--- config.mk ---
export PLATFORM = sky130hd
export DESIGN_NAME = booth_ctrl
export DESIGN_NICKNAME = d
export VERILOG_FILES = /design/src/rtl/booth_ctrl_pkg.sv /design/src/rtl/booth_ctrl_iter_cnt.sv /design/src/rtl/booth_ctrl.sv
export SDC_FILE = /design/constraint.sdc
export NUM_CORES = 1
export LEC_CHECK = 0
export ABC_AREA = 0
export CAP_MARGIN = 25
export CORE_AREA = 2 2 39 41
export DETAILED_ROUTE_END_ITERATION = 10
export DIE_AREA = 0 0 41 43
export PLACE_DENSITY_LB_ADDON = 0.08
export SLEW_MARGIN = 40
export SYNTH_ARGS = -nofsm -noshare
export SYNTH_HDL_FRONTEND = slang
export SYNTH_SLANG_ARGS = --single-unit
--- constraint.sdc ---
create_clock -name clk -period 3.4 [get_ports clk]
set_clock_uncertainty 0.15 [all_clocks]
set_input_delay 0.51 -clock clk [delete_from_list [all_inputs] [get_ports clk]]
set_output_delay 0.51 -clock clk [all_outputs]
set_load 0.01 [all_outputs]
--- src/rtl/booth_ctrl_pkg.sv ---
// Shared definitions for the radix-2 Booth multiplier sequencer.
package booth_ctrl_pkg;

    localparam int DEF_WIDTH = 8;

    typedef enum logic [2:0] {
        IDLE   = 3'd0,
        LOAD_M = 3'd1,
        LOAD_Q = 3'd2,
        TEST   = 3'd3,
        SHIFT  = 3'd4,
        OUT_A  = 3'd5,
        OUT_Q  = 3'd6
    } state_t;

endpackage

--- src/rtl/booth_ctrl_iter_cnt.sv ---
// Iteration counter for the Booth loop: clear, increment, and a flag on the
// final iteration (count == WIDTH-1).
import booth_ctrl_pkg::*;

module iter_cnt #(
    parameter int WIDTH = DEF_WIDTH,
    parameter int CNT_W = $clog2(WIDTH)
) (
    input  logic clk,
    input  logic reset,
    input  logic clr,
    input  logic inc,
    output logic last
);

    logic [CNT_W-1:0] cnt_q, cnt_d;

    // Clear wins over increment; increment wraps modulo 2^CNT_W.
    always_comb begin
        cnt_d = cnt_q;
        if (clr)
            cnt_d = '0;
        else if (inc)
            cnt_d = cnt_q + 1'b1;
    end

    // Counter register.
    always_ff @(posedge clk or negedge reset) begin
        if (!reset)
            cnt_q <= '0;
        else
            cnt_q <= cnt_d;
    end

    assign last = (cnt_q == CNT_W'(WIDTH - 1));

endmodule

--- src/rtl/booth_ctrl.sv ---
// Booth multiplier sequencer: walks LOAD_M, LOAD_Q, WIDTH x (TEST, SHIFT),
// OUT_A, OUT_Q and drives the one-hot datapath enables. ld_a/sub in TEST are
// decoded straight from q0/q_m1 so the adder result is captured on the edge
// leaving TEST, one cycle before the shift.
import booth_ctrl_pkg::*;

module booth_ctrl #(
    parameter int WIDTH = DEF_WIDTH,
    parameter int CNT_W = $clog2(WIDTH)
) (
    input  logic clk,
    input  logic reset,
    input  logic start,
    input  logic q0,
    input  logic q_m1,
    output logic busy,
    output logic done,
    output logic ld_m,
    output logic ld_q,
    output logic clr_a,
    output logic ld_a,
    output logic sub,
    output logic shr,
    output logic out_a,
    output logic out_q
);

    state_t state_q, state_d;
    logic   cnt_last;

    iter_cnt #(
        .WIDTH (WIDTH),
        .CNT_W (CNT_W)
    ) u_iter_cnt (
        .clk   (clk),
        .reset (reset),
        .clr   (state_q == LOAD_Q),
        .inc   (state_q == SHIFT),
        .last  (cnt_last)
    );

    // State register.
    always_ff @(posedge clk or negedge reset) begin
        if (!reset)
            state_q <= IDLE;
        else
            state_q <= state_d;
    end

    // Next-state logic; start only matters in IDLE.
    always_comb begin
        state_d = state_q;
        case (state_q)
            IDLE:    if (start) state_d = LOAD_M;
            LOAD_M:  state_d = LOAD_Q;
            LOAD_Q:  state_d = TEST;
            TEST:    state_d = SHIFT;
            SHIFT:   state_d = cnt_last ? OUT_A : TEST;
            OUT_A:   state_d = OUT_Q;
            OUT_Q:   state_d = IDLE;
            default: state_d = IDLE;
        endcase
    end

    // Output decode; every output defaults low so IDLE and reset are all-zero.
    always_comb begin
        busy  = 1'b0;
        done  = 1'b0;
        ld_m  = 1'b0;
        ld_q  = 1'b0;
        clr_a = 1'b0;
        ld_a  = 1'b0;
        sub   = 1'b0;
        shr   = 1'b0;
        out_a = 1'b0;
        out_q = 1'b0;
        case (state_q)
            LOAD_M: begin
                busy = 1'b1;
                ld_m = 1'b1;
            end
            LOAD_Q: begin
                busy  = 1'b1;
                ld_q  = 1'b1;
                clr_a = 1'b1;
            end
            TEST: begin
                busy = 1'b1;
                ld_a = q0 ^ q_m1;
                sub  = q0 & ~q_m1;
            end
            SHIFT: begin
                busy = 1'b1;
                shr  = 1'b1;
            end
            OUT_A: begin
                busy  = 1'b1;
                out_a = 1'b1;
            end
            OUT_Q: begin
                busy  = 1'b1;
                out_q = 1'b1;
                done  = 1'b1;
            end
            default: ;
        endcase
    end

endmodule

==> results.sh <==
export IMPL_drtAntennaViolNets=0
export IMPL_port_buffers=14
export IMPL_p_switching_w=0.000178
export IMPL_fin_crit_sh=0.752
export IMPL_tns_ps=0
export IMPL_gr_usage_all_layers=0.114
export IMPL_syn_num_nets=55
export IMPL_dp_cells=70
export IMPL_power_density_nw_per_um2=781
export IMPL_setup_viol=0
export IMPL_cts_hold_buf=0
export IMPL_hold_viol=0
export IMPL_fin_ws_ps=844
export IMPL_drt_iter0_markers=4
export IMPL_hp_class="input pin to async pin"
export IMPL_grt_use_met2=0.150
export IMPL_drive_gt1_frac=0.0526
export IMPL_postSynthAreaPerCell_sq_um=9.29
export IMPL_antenna_found_initial=0
export IMPL_arrival_ps=1900
export IMPL_fill_cells=136
export IMPL_htree_levels=1
export IMPL_grt_pass1_vias=300
export IMPL_gp_congestion=0.702
export IMPL_whs_ps=358
export IMPL_reg2reg_slack_ps=1900
export IMPL_synth_seq_area_share=0.344
export IMPL_synth_cells=47
export IMPL_wire_per_inst_um=11.2
export IMPL_irDropWorstVdd_mv=0.278
export IMPL_ys_ff_latch=6
export IMPL_r2r_start="u_iter_cnt.cnt_q[0]$_DFFE_PN0P_"
export IMPL_synth_top_area_cell="dfrtp_1"
export IMPL_critPathLaunchType="input pin"
export IMPL_first_pass_iters=2
export IMPL_cts_resized=0
export IMPL_rows=14
export IMPL_drv_cap=0
export IMPL_dpl_hpwl_um=603
export IMPL_synth_edff_count=0
export IMPL_ys_flop_type="dfrtp_1"
export IMPL_synthesis_area_sq_um=437
export IMPL_grt_pass1_wl_um=1330
export IMPL_cts_buffer_depth=2
export IMPL_cts_buffers=3
export IMPL_grt_most_used_layer="met2"
export IMPL_fin_nets=67
export IMPL_outcome="completed"
export IMPL_place_ws_ps=832
export IMPL_worstSetupEndpointType="output port"
export IMPL_clock_sinks=6
export IMPL_tightest_slew_ps=531
export IMPL_grt_overflow_total=0
export IMPL_seq_power_share=0.392
export IMPL_power_frac_clock=0.140
export IMPL_fp_dieH_um=43
export IMPL_power_internal_w=0.000268
export IMPL_leakagePower_nw=0.265
export IMPL_clkSlewWorstSetupHoldPaths_ps=40
export IMPL_fin_area_sq_um=571
export IMPL_wl_um=817
export IMPL_synthArstFlopShare=1.00
export IMPL_die_w_um=41
export IMPL_rsz0062_at_grt="no"
export IMPL_cts_root_buffer="clkbuf_4"
export IMPL_rr_worst_depth=4
export IMPL_synth_area_leaders="dfrtp_1, nor3b_1, ha_1, a211o_1, buf_4"
export IMPL_grt_max_degree=20
export IMPL_synth_commonest_cells="dfrtp_1, nor3b_1, nor2_1"
export IMPL_drc=0
export IMPL_core_area_sq_um=1380
export IMPL_final_cells=73
export IMPL_insertion_delay_ps=240
export IMPL_cts_setup_buffers=0
export IMPL_relSlewSlack=0.646
export IMPL_num_antenna_cells=0
export IMPL_met3_usage=0.0471
export IMPL_report_final_slew_viol_count=0
export IMPL_period_needed_ps=2560
export IMPL_max_freq_mhz=391
export IMPL_die_area_sq_um=1760
export IMPL_crit_required_ps=2740
export IMPL_gr_usage_met1=0.145
export IMPL_switching_share=0.399
export IMPL_power_frac_comb=0.468
export IMPL_path_class="input pin to output port"
export IMPL_synth_top_area_frac=0.344
export IMPL_placed_cell_area_sq_um=548
export IMPL_ys_types=20
export IMPL_yosysWarnings=0
export IMPL_initial_core_util=0.316
export IMPL_vias=370
export IMPL_pin_count=15
export IMPL_via_per_inst=5.07
export IMPL_syn_to_final_growth_pct=30.7
export IMPL_r2r_end="u_iter_cnt.cnt_q[2]$_DFFE_PN0P_"
export IMPL_cts_tree="built"
export IMPL_cp_max_fo=1
worst max-delay path by stage:
stage | from | endpoint | slack [ps] | cells after the start
finish | q_m1 | ld_a | 840 | 5
global route | q_m1 | ld_a | 750 | 5
CTS | q_m1 | ld_a | 830 | 5
detailed placement | q_m1 | ld_a | 830 | 5
global placement | q_m1 | ld_a | 850 | 5
floorplan | state_q[2]$_DFFE_PN0P_ | ld_q | 1540 | 4
cells in the final DEF, fill, tap and decap left out:
cell and instances:
clkdlybuf4s50_1 14, nor3b_1 6, dfrtp_1 6, nor2_1 5, a211o_1 3, o21ai_0 3
ha_1 3, clkbuf_4 3, inv_1 2, nor3_1 2, nor4bb_1 2, nand2_1 1
and3b_1 1, and3_1 1, nand3b_1 1, a21o_1 1, nor4b_1 1, nor2b_1 1
o31a_1 1
power groups by stage:
stage	Clock (W)	Sequential, W	Combinational, W
finish	0.0000626	0.000175	0.000209
global route	0.0000714	0.000185	0.000227
CTS	0.0000657	0.000172	0.000212
detailed placement	0	0.000174	0.000212
global placement	0	0.000166	0.000207
floorplan	0	0.000113	0.000199
flip-flops by register name, summed over array words and instances (netlist names):
name	count
state_q	3
u_iter_cnt.cnt_q	3
kinds of logic after synthesis:
logic type                 share of synthesized area
DFF                                            0.344
adders and majority gates                     0.0860
AOI/OAI and AO/OA                              0.132
buffers and inverters                          0.129
and+or+nand+nor                                0.309
routing by layer:
layer  vias up  routed length [um]
met2        12                 391
li1        184                   -
met3         2                  43
met5         -                   0
met4         0                   9
met1       172                 372
cell type report:
cell class              count  area, sq um  area share
repair buffers             14          140       0.246
inverters                   2         7.51      0.0132
flip-flops and latches      6          150       0.263
clock buffers               3         22.5      0.0395
well taps                  16         20.0      0.0351
multi-input cells          32          230       0.404
stage by stage:
| step | utilization | total power (W) |
|---|---|---|
| after floorplan | - | 0.000313 |
| after global placement | 0.396 | 0.000372 |
| after detailed placement | 0.396 | 0.000386 |
| after CTS | 0.412 | 0.000450 |
| after global routing | 0.412 | 0.000484 |
| final | 0.412 | 0.000446 |
critical path: stages:
cell             delay [ps]
clkdlybuf4s50_1         450
inv_1                    40
ha_1                    260
nor2_1                  100
clkdlybuf4s50_1         540
(Power assumes the default switching activity.)
